<file path="src/rtl/control_decode_queue_if.sv">
// control_decode_queue_if: instruction-in / control-word-out bundle for
// control_decode_queue. The master side is whoever produces instruction fields
// and consumes decoded control words; the slave side is the queue itself.
interface control_decode_queue_if #(
  parameter int EXE_CMD_W = 4,
  parameter int DEPTH     = 2
);
  localparam int CNT_W = $clog2(DEPTH + 1);

  logic                 in_valid;
  logic                 in_ready;
  logic [1:0]           mode;
  logic [3:0]           opcode;
  logic                 s_bit;
  logic [3:0]           cond;
  logic [3:0]           flags;
  logic                 flush;
  logic                 out_valid;
  logic                 out_ready;
  logic [EXE_CMD_W-1:0] exe_cmd;
  logic                 s_update;
  logic                 branch;
  logic                 mem_wr_en;
  logic                 mem_rd_en;
  logic                 wb_en;
  logic                 undef;
  logic [CNT_W-1:0]     count;

  modport master (
    output in_valid, mode, opcode, s_bit, cond, flags, flush, out_ready,
    input  in_ready, out_valid, exe_cmd, s_update, branch, mem_wr_en,
           mem_rd_en, wb_en, undef, count
  );

  modport slave (
    input  in_valid, mode, opcode, s_bit, cond, flags, flush, out_ready,
    output in_ready, out_valid, exe_cmd, s_update, branch, mem_wr_en,
           mem_rd_en, wb_en, undef, count
  );
endinterface

</file>
<file path="src/rtl/control_decode_queue.sv">
// control_decode_queue: decodes ARM-style instruction fields (mode, opcode,
// S bit) into an execute control word at accept time and buffers the words in
// a DEPTH-entry FIFO. The head word drives the control outputs; an empty queue
// presents all-zero controls.
// Optional feature macro: CTRL_COND_EVAL_EN -- when defined, the condition
// field is checked against the sampled flags and a failing word is enqueued
// with all of its enables cleared (exe_cmd and undef kept).
module control_decode_queue #(
  parameter int EXE_CMD_W = 4,
  parameter int DEPTH     = 2
) (
  input logic                   clk,
  input logic                   rst_n,
  control_decode_queue_if.slave bus
);
  localparam int CNT_W = $clog2(DEPTH + 1);
  localparam int PTR_W = $clog2(DEPTH);
  localparam logic [CNT_W-1:0] DEPTH_C = CNT_W'(DEPTH);
  localparam logic [CNT_W-1:0] CNT_ONE = CNT_W'(1);
  localparam logic [PTR_W-1:0] PTR_ONE = PTR_W'(1);

`ifdef CTRL_COND_EVAL_EN
  localparam bit COND_EVAL_EN = 1'b1;
`else
  localparam bit COND_EVAL_EN = 1'b0;
`endif

  typedef struct packed {
    logic       undef;
    logic       wb_en;
    logic       mem_rd_en;
    logic       mem_wr_en;
    logic       branch;
    logic       s_update;
    logic [3:0] cmd;
  } ctrl_word_t;

  // Instruction class / opcode to control word; anything not listed is undef
  function automatic ctrl_word_t decode_word(input logic [1:0] m,
                                             input logic [3:0] op,
                                             input logic       s);
    ctrl_word_t w;
    w = '0;
    case (m)
      2'b00: begin
        w.wb_en    = 1'b1;
        w.s_update = s;
        case (op)
          4'b1101: w.cmd = 4'd1;  // MOV
          4'b1111: w.cmd = 4'd9;  // MVN
          4'b0100: w.cmd = 4'd2;  // ADD
          4'b0101: w.cmd = 4'd3;  // ADC
          4'b0010: w.cmd = 4'd4;  // SUB
          4'b0110: w.cmd = 4'd5;  // SBC
          4'b0000: w.cmd = 4'd6;  // AND
          4'b1100: w.cmd = 4'd7;  // ORR
          4'b0001: w.cmd = 4'd8;  // EOR
          4'b1010: begin          // CMP: flags only, no writeback
            w.cmd      = 4'd4;
            w.s_update = 1'b1;
            w.wb_en    = 1'b0;
          end
          4'b1000: begin          // TST: flags only, no writeback
            w.cmd      = 4'd6;
            w.s_update = 1'b1;
            w.wb_en    = 1'b0;
          end
          default: begin
            w       = '0;
            w.undef = 1'b1;
          end
        endcase
      end
      2'b01: begin
        w.cmd = 4'd2;
        if (s) begin
          w.mem_rd_en = 1'b1;
          w.wb_en     = 1'b1;
        end else begin
          w.mem_wr_en = 1'b1;
        end
      end
      2'b10: begin
        w.cmd    = 4'd0;
        w.branch = 1'b1;
      end
      default: begin
        w.undef = 1'b1;
      end
    endcase
    return w;
  endfunction

  // ARM condition field against {N,Z,C,V}; 1110 and 1111 both always pass
  function automatic logic cond_pass(input logic [3:0] c, input logic [3:0] f);
    logic n, z, cy, v, r;
    {n, z, cy, v} = f;
    case (c)
      4'b0000: r = z;
      4'b0001: r = !z;
      4'b0010: r = cy;
      4'b0011: r = !cy;
      4'b0100: r = n;
      4'b0101: r = !n;
      4'b0110: r = v;
      4'b0111: r = !v;
      4'b1000: r = cy && !z;
      4'b1001: r = !cy || z;
      4'b1010: r = (n == v);
      4'b1011: r = (n != v);
      4'b1100: r = !z && (n == v);
      4'b1101: r = z || (n != v);
      default: r = 1'b1;
    endcase
    return r;
  endfunction

  ctrl_word_t       mem_r [DEPTH];
  logic [PTR_W-1:0] wr_ptr_r;
  logic [PTR_W-1:0] rd_ptr_r;
  logic [CNT_W-1:0] count_r;
  logic             ready_en_r;

  logic       in_ready_s;
  logic       out_valid_s;
  logic       push_s;
  logic       pop_s;
  logic       exec_s;
  ctrl_word_t decoded_s;
  ctrl_word_t word_s;
  ctrl_word_t head_s;

  // Handshake qualifiers; ready stays low until the first edge after reset
  always_comb begin
    in_ready_s  = 1'b0;
    out_valid_s = 1'b0;
    push_s      = 1'b0;
    pop_s       = 1'b0;
    if (ready_en_r && (count_r < DEPTH_C)) begin
      in_ready_s = 1'b1;
    end else begin
      in_ready_s = 1'b0;
    end
    out_valid_s = (count_r != {CNT_W{1'b0}});
    push_s      = bus.in_valid && in_ready_s;
    pop_s       = out_valid_s && bus.out_ready;
  end

  // Decode incoming fields; a failed condition clears every enable
  always_comb begin
    decoded_s = decode_word(bus.mode, bus.opcode, bus.s_bit);
    exec_s    = !COND_EVAL_EN || cond_pass(bus.cond, bus.flags);
    word_s    = decoded_s;
    if (exec_s) begin
      word_s = decoded_s;
    end else begin
      word_s.s_update  = 1'b0;
      word_s.branch    = 1'b0;
      word_s.mem_wr_en = 1'b0;
      word_s.mem_rd_en = 1'b0;
      word_s.wb_en     = 1'b0;
    end
  end

  // Queue storage, pointers and occupancy; flush overrides push and pop
  always_ff @(posedge clk or negedge rst_n) begin
    if (!rst_n) begin
      wr_ptr_r   <= {PTR_W{1'b0}};
      rd_ptr_r   <= {PTR_W{1'b0}};
      count_r    <= {CNT_W{1'b0}};
      ready_en_r <= 1'b0;
      for (int i = 0; i < DEPTH; i++) begin
        mem_r[i] <= '0;
      end
    end else begin
      ready_en_r <= 1'b1;
      if (bus.flush) begin
        wr_ptr_r <= {PTR_W{1'b0}};
        rd_ptr_r <= {PTR_W{1'b0}};
        count_r  <= {CNT_W{1'b0}};
      end else begin
        if (push_s) begin
          mem_r[wr_ptr_r] <= word_s;
          wr_ptr_r        <= wr_ptr_r + PTR_ONE;
        end
        if (pop_s) begin
          rd_ptr_r <= rd_ptr_r + PTR_ONE;
        end
        case ({push_s, pop_s})
          2'b10:   count_r <= count_r + CNT_ONE;
          2'b01:   count_r <= count_r - CNT_ONE;
          default: count_r <= count_r;
        endcase
      end
    end
  end

  // Head word, forced to zero whenever the queue is empty
  always_comb begin
    head_s = '0;
    if (out_valid_s) begin
      head_s = mem_r[rd_ptr_r];
    end else begin
      head_s = '0;
    end
  end

  assign bus.in_ready  = in_ready_s;
  assign bus.out_valid = out_valid_s;
  assign bus.exe_cmd   = EXE_CMD_W'(head_s.cmd);
  assign bus.s_update  = head_s.s_update;
  assign bus.branch    = head_s.branch;
  assign bus.mem_wr_en = head_s.mem_wr_en;
  assign bus.mem_rd_en = head_s.mem_rd_en;
  assign bus.wb_en     = head_s.wb_en;
  assign bus.undef     = head_s.undef;
  assign bus.count     = count_r;
endmodule
</file>
<file path="src/flat_wrapper.sv">
// flat-port wrapper written by rule: the top's interface ports become plain ports
module control_decode_queue_flat 
#(
  parameter int EXE_CMD_W = 4,
  parameter int DEPTH     = 2
)
  (clk, rst_n, bus_in_valid, bus_mode, bus_opcode, bus_s_bit, bus_cond, bus_flags, bus_flush, bus_out_ready, bus_in_ready, bus_out_valid, bus_exe_cmd, bus_s_update, bus_branch, bus_mem_wr_en, bus_mem_rd_en, bus_wb_en, bus_undef, bus_count);
  control_decode_queue_if #(.EXE_CMD_W(EXE_CMD_W), .DEPTH(DEPTH)) bus_i ();
  input logic clk;
  input logic rst_n;
  input wire logic [$bits(bus_i.in_valid)-1:0] bus_in_valid;
  input wire logic [$bits(bus_i.mode)-1:0] bus_mode;
  input wire logic [$bits(bus_i.opcode)-1:0] bus_opcode;
  input wire logic [$bits(bus_i.s_bit)-1:0] bus_s_bit;
  input wire logic [$bits(bus_i.cond)-1:0] bus_cond;
  input wire logic [$bits(bus_i.flags)-1:0] bus_flags;
  input wire logic [$bits(bus_i.flush)-1:0] bus_flush;
  input wire logic [$bits(bus_i.out_ready)-1:0] bus_out_ready;
  output wire logic [$bits(bus_i.in_ready)-1:0] bus_in_ready;
  output wire logic [$bits(bus_i.out_valid)-1:0] bus_out_valid;
  output wire logic [$bits(bus_i.exe_cmd)-1:0] bus_exe_cmd;
  output wire logic [$bits(bus_i.s_update)-1:0] bus_s_update;
  output wire logic [$bits(bus_i.branch)-1:0] bus_branch;
  output wire logic [$bits(bus_i.mem_wr_en)-1:0] bus_mem_wr_en;
  output wire logic [$bits(bus_i.mem_rd_en)-1:0] bus_mem_rd_en;
  output wire logic [$bits(bus_i.wb_en)-1:0] bus_wb_en;
  output wire logic [$bits(bus_i.undef)-1:0] bus_undef;
  output wire logic [$bits(bus_i.count)-1:0] bus_count;
  assign bus_i.in_valid = bus_in_valid;
  assign bus_i.mode = bus_mode;
  assign bus_i.opcode = bus_opcode;
  assign bus_i.s_bit = bus_s_bit;
  assign bus_i.cond = bus_cond;
  assign bus_i.flags = bus_flags;
  assign bus_i.flush = bus_flush;
  assign bus_i.out_ready = bus_out_ready;
  assign bus_in_ready = bus_i.in_ready;
  assign bus_out_valid = bus_i.out_valid;
  assign bus_exe_cmd = bus_i.exe_cmd;
  assign bus_s_update = bus_i.s_update;
  assign bus_branch = bus_i.branch;
  assign bus_mem_wr_en = bus_i.mem_wr_en;
  assign bus_mem_rd_en = bus_i.mem_rd_en;
  assign bus_wb_en = bus_i.wb_en;
  assign bus_undef = bus_i.undef;
  assign bus_count = bus_i.count;
  control_decode_queue #(.EXE_CMD_W(EXE_CMD_W), .DEPTH(DEPTH)) u_core (.clk(clk), .rst_n(rst_n), .bus(bus_i));
endmodule
</file>
<file path="config.mk">
export PLATFORM = sky130hd
export DESIGN_NAME = control_decode_queue_flat
export DESIGN_NICKNAME = d
export VERILOG_FILES = /design/src/rtl/control_decode_queue_if.sv /design/src/rtl/control_decode_queue.sv /design/src/flat_wrapper.sv
export SDC_FILE = /design/constraint.sdc
export NUM_CORES = 1
export LEC_CHECK = 0
export ABC_AREA = 0
export BUFFER_PORTS_ARGS = -buffer_cell sky130_fd_sc_hd__buf_2
export CAP_MARGIN = 25
export CELL_PAD_IN_SITES_DETAIL_PLACEMENT = 1
export CELL_PAD_IN_SITES_GLOBAL_PLACEMENT = 1
export CORE_UTILIZATION = 42
export DETAILED_ROUTE_END_ITERATION = 8
export GPL_ROUTABILITY_DRIVEN = 1
export PLACE_DENSITY = 0.82
export SETUP_SLACK_MARGIN = 0.05
export SLEW_MARGIN = 10
export SYNTH_ARGS = -nofsm -noshare
export SYNTH_HDL_FRONTEND = slang
export SYNTH_SLANG_ARGS = --single-unit
export TNS_END_PERCENT = 30
</file>
<file path="constraint.sdc">
create_clock -name clk -period 3.17 [get_ports clk]
set_input_delay 0.4755 -clock clk [delete_from_list [all_inputs] [get_ports clk]]
set_output_delay 0.4755 -clock clk [all_outputs]
set_load 0.01 [all_outputs]
</file>
# Word-level counts from Yosys, hierarchy flattened
# Cells that the tools add are included.
[classes]
add_sub_neg = 4
magnitude_cmp = 4
n_eq_ne = 14
muxes = 25
n_bitwise = 3
reduce_logical = 17
[ops]
columns = ["op", "count"]
rows = [
  ["$mux W10", 5],
  ["$pmux W4 S9", 1],
  ["$bwmux W20", 1],
  ["$eq A4 B4 Y1 const B", 5],
  ["$eq A4 B3 Y1 const B", 3],
  ["$reduce_or A11 Y1", 1],
  ["$demux W10 S1", 1],
  ["$mux W1", 10],
  ["$reduce_or A9 Y1", 1],
  ["$pmux W4 S2", 1],
  ["$reduce_or A2 Y1", 4],
  ["$pmux W3 S2", 1],
  ["$reduce_bool A2 Y1", 3],
  ["$eq A2 B1 Y1 const B", 2],
  ["$eq A2 B2 Y1 const B", 2],
  ["$eq A4 B1 Y1 const B", 1],
  ["$eq A4 B2 Y1 const B", 1],
  ["$ge A2 B2 Y1 const B", 2],
  ["$logic_and A1 B1 Y1", 4],
  ["$logic_not A4 Y1", 1],
  ["$mux W2", 2],
  ["$not A1 Y2", 2],
  ["$pmux W1 S2", 2],
  ["$pmux W2 S2", 1],
  ["other kinds (9)", 10],
]
[totals]
register_bits = 25
in_bits = 20
word_cells = 85

# Depth between registers and ports, before layout
[depth]
depth_word = 7
depth_mapped = 6

# Worst setup path before layout
# No wires, ideal clock.
[synth_timing]
kind = "register to output"
start = "reg u_core.count_r[1], in the netlist u_core.bus.count[1]"
end = "out bus_branch"
arrival_ps = 988
required_time_ps = 2694
slack_ps = 1706
path_stages_with_launch = 4
n_path_buf = 1
cell_sequence = "dfrtp_1 nor2_1 clkbuf_1 nor2_1"
[synth_via]
elab_chain_cells = 2
[synth_lines]
columns = ["element", "line_no", "source"]
rows = [
  ["start, declared", "control_decode_queue.sv:121", "logic [CNT_W-1:0] count_r;"],
  ["start signal, assigned", "control_decode_queue.sv:170", "count_r <= {CNT_W{1'b0}};"],
  ["start signal, assigned", "control_decode_queue.sv:180", "count_r <= {CNT_W{1'b0}};"],
  ["start signal, assigned", "control_decode_queue.sv:190", "2'b10: count_r <= count_r + CNT_ONE;"],
  ["$reduce_bool A2 Y1", "control_decode_queue.sv:144", "out_valid_s = (count_r != {CNT_W{1'b0}});"],
  ["$mux W10", "control_decode_queue.sv:201", "if (out_valid_s) begin"],
  ["end, declared", "flat_wrapper.sv:23", "output wire logic [$bits(bus_i.branch)-1:0] bus_branch;"],
]
# No other way between the ends.

# Final worst setup path
[layout_timing]
start = "reg u_core.count_r[1], in the netlist u_core.bus.count[1]"
end = "out bus_wb_en"
[layout_via]
elab_chain_cells = 2
[layout_lines]
columns = ["element", "line_no", "source"]
rows = [
  ["$reduce_bool A2 Y1", "control_decode_queue.sv:144", ""],
  ["$mux W10", "control_decode_queue.sv:201", ""],
  ["end, declared", "flat_wrapper.sv:26", "output wire logic [$bits(bus_i.wb_en)-1:0] bus_wb_en;"],
]
# No other way between the ends.

==> flow_summary.json <==
{
  "status": "finished clean",
  "yosys.area.top_type": "dfrtp_1",
  "maxSlewViolCount": 0,
  "timing.setup.tns_ns": 0,
  "fin_crit_ns": 2.200,
  "cts_root_buffer": "clkbuf_4",
  "portBuffers": 25,
  "num_rows": 20,
  "ys.flop_type": "dfrtp_1",
  "synth_cell_type_count": 29,
  "grt_pass1_vias": 1054,
  "grt_busiest_layer": "met2",
  "diodes": 0,
  "die_w_um": 59.01,
  "grt_overflow_total": 0,
  "post-cts-setup-buffer-count": 0,
  "syn_area_sq_mm": 0.001365,
  "finClkSkew_ns": 0.006812,
  "grt_start_max_net_pins": 26,
  "cts_sinks": 25,
  "clk_latency_ns": 0.33,
  "cts_buffer_depth": 2,
  "io_pins": 34,
  "die_y_um": 59.01,
  "syn-num-nets": 160,
  "hpwl_um": 2264,
  "drive_gt1_share_pct": 25.47,
  "fin_crit_sh_pct": 69.41,
  "rsz0062_at_grt": "no",
  "start_util_pct": 44.35,
  "synthToLayoutAreaGrowth_pct": 12.37,
  "core_sq_mm": 0.003078,
  "syn_avg_cell_area_sq_um": 9.964,
  "use_met2_pct": 34.74,
  "fmax_mhz": 454.5,
  "grt_usage_pct": 19.71,
  "powerDensity_mw_per_mm2": 429.1,
  "synthArstFlopShare_pct": 100.0,
  "cp_cell_sequence": "nor2_1, nor2_1, buf_2",
  "wl_per_cell_um": 14.66,
  "layout.nets": 185,
  "cp.arrival_ns": 1.72,
  "r2r_cells": 3,
  "cp.required_ns": 2.69,
  "place_inst": 201,
  "routed_wl_um": 3006,
  "finalHoldViolations": 0,
  "grt_pass1_wl_um": 5064,
  "finalNonFillerCells": 205,
  "ir_drop_mv": 0.1906,
  "grt_use_met1_pct": 24.20,
  "use_met3_pct": 1.528,
  "hp-class": "in -> async",
  "vias_per_cell": 5.102,
  "post-route-util_pct": 49.84,
  "p_leak_nw": 0.7396,
  "first_iter_violations": 24,
  "syn_inst": 137,
  "start_kind": "flop",
  "drc_errors": 0,
  "end_kind": "primary output",
  "gp_congestion": 0.7310,
  "pre_cts_slack_ns": 1.267,
  "path_class": "reg -> out",
  "ctsHtreeMaxLevel": 1,
  "setup_ws_ns": 0.9697,
  "r2r_slack_ns": 1.40,
  "dieArea_sq_mm": 0.003482,
  "detail_route.first_pass.iterations": 3,
  "reg2reg_to": "u_core.mem_r[18]",
  "cts_tree": "done",
  "ant_nets": 0,
  "antenna_found_initial": 0,
  "dr_total_vias": 1046,
  "max_stage_delay_ns": 0.62,
  "synth_area_leaders": "dfrtp_1 (46%), mux2i_1 (8.1%), mux2_4 (4.4%), nand2_1 (4.4%), nor2_1 (4.4%)",
  "clkTransAtPathRegs_ns": 0.15,
  "max-slew-margin-rel_pct": 49.57,
  "finalSetupViolCount": 0,
  "worst_slew_pin_slew_ns": 0.7537,
  "cp_slowest_cell": "nor2_1",
  "cts_resized": 0,
  "synth_edf_count": 0,
  "drv_cap": 0,
  "crit_fanout": 11,
  "yosys_warnings": 0,
  "timing.rr.start": "u_core.bus.count[1]",
  "yosysSeqAreaShare_pct": 45.83,
  "cts_buffers": 3,
  "yosysTopAreaCellShare_pct": 45.83,
  "worst_path_most_repeated_cell": "nor2_1",
  "cts_hold_buf": 0,
  "ys_ff_latch": 25
}
[where the power goes]
part           total, mW  internal (mW)  switching, mW  leakage (nW)
clock              0.150         0.0474          0.103        0.0177
sequential         0.383          0.357         0.0260         0.334
combinational      0.125         0.0582         0.0672         0.387
total              0.658          0.462          0.196         0.740
[cell families after synthesis]
family	after synthesis	share of synthesized area, %
other	1	0.2747
AO/OA/AOI/OAI	25	11.46
adder cells (fa/ha/maj)	3	2.750
XOR/XNOR	4	2.567
AND/OR/NAND/NOR	48	16.59
buffers and inverters	12	4.766
multiplexers	19	15.77
flip-flops	25	45.83
[layout make-up]
| class | instances | area [sq um] |
|---|---|---|
| Clock buffer | 3 | 22.52 |
| Clock inverter | 1 | 5.005 |
| Fill cell | 368 | 1544 |
| Inverter | 7 | 26.28 |
| Multi-Input combinational cell | 100 | 674.4 |
| Sequential cell | 25 | 625.6 |
| Tap cell | 44 | 55.05 |
| Timing Repair Buffer | 25 | 125.1 |
[stage by stage]
stage	instance area, sq um	total power, mW	hold WS [ns]
4_1_cts	1534	0.6631	0.1281
3_3_place_gp	1506	0.5029	0.4626
3_5_place_dp	1506	0.5168	0.4738
2_1_floorplan	1365	0.4694	0.1799
5_1_grt	1534	0.6907	0.1365
6_report	1534	0.6583	0.1106
[metal layers]
metal	share of wire (%)	wire length, um
met5	0	0
met4	2.3	68
met3	1.4	43
met2	52	1568
met1	44	1326
[flip-flops by register name (all words and copies together) (netlist names)]
signal             count
u_core.bus.count       2
u_core.mem_r          20
u_core.rd_ptr_r        1
u_core.ready_en_r      1
u_core.wr_ptr_r        1
[critical path, delay by kind of cell, from the launching register on]
family | cells | cell delay, ns
buf+inv | 1 | 0.17
flops | 1 | 0.50
simple gates | 2 | 0.73
[cells in the mapped netlist (all sizes together) (2+ instances only)]
cell     n
a21oi    5
buf      4
dfrtp   25
ha       3
inv      7
mux2     8
mux2i   11
nand2   17
nand2b   6
nand3    3
nand3b   3
nor2    16
nor2b    2
o21ai   15
o31ai    2
xnor2    3
[how the worst max path moves through the flow]
stage,start,to,slack [ns],depth (start not counted)
floorplan,u_core.bus.count[1],bus_branch,1.71,3
global placement,bus_flush,u_core.mem_r[12],1.31,4
detailed placement,bus_flush,u_core.mem_r[18],1.27,4
CTS,u_core.bus.count[1],bus_wb_en,0.93,3
global route,u_core.bus.count[1],bus_branch,0.77,3
finish,u_core.bus.count[1],bus_wb_en,0.97,3
[layout by cell type (no fill, tap or decap), types with 3 or more instances in the layout]
cell / netlist / final
nor2_1: 16 / 16
nand3_1: 3 / 3
buf_2: 1 / 25
dfrtp_1: 25 / 25
ha_1: 3 / 3
inv_1: 5 / 5
a21oi_1: 5 / 5
o21ai_1: 8 / 8
mux2i_1: 11 / 11
clkbuf_4: 0 / 3
nand3b_1: 3 / 3
mux2_2: 4 / 4
nand2b_1: 6 / 6
o21ai_0: 7 / 7
xnor2_1: 3 / 3
mux2_4: 4 / 4
nand2_1: 16 / 16
No activity file was read; power rests on OpenSTA's default activity.
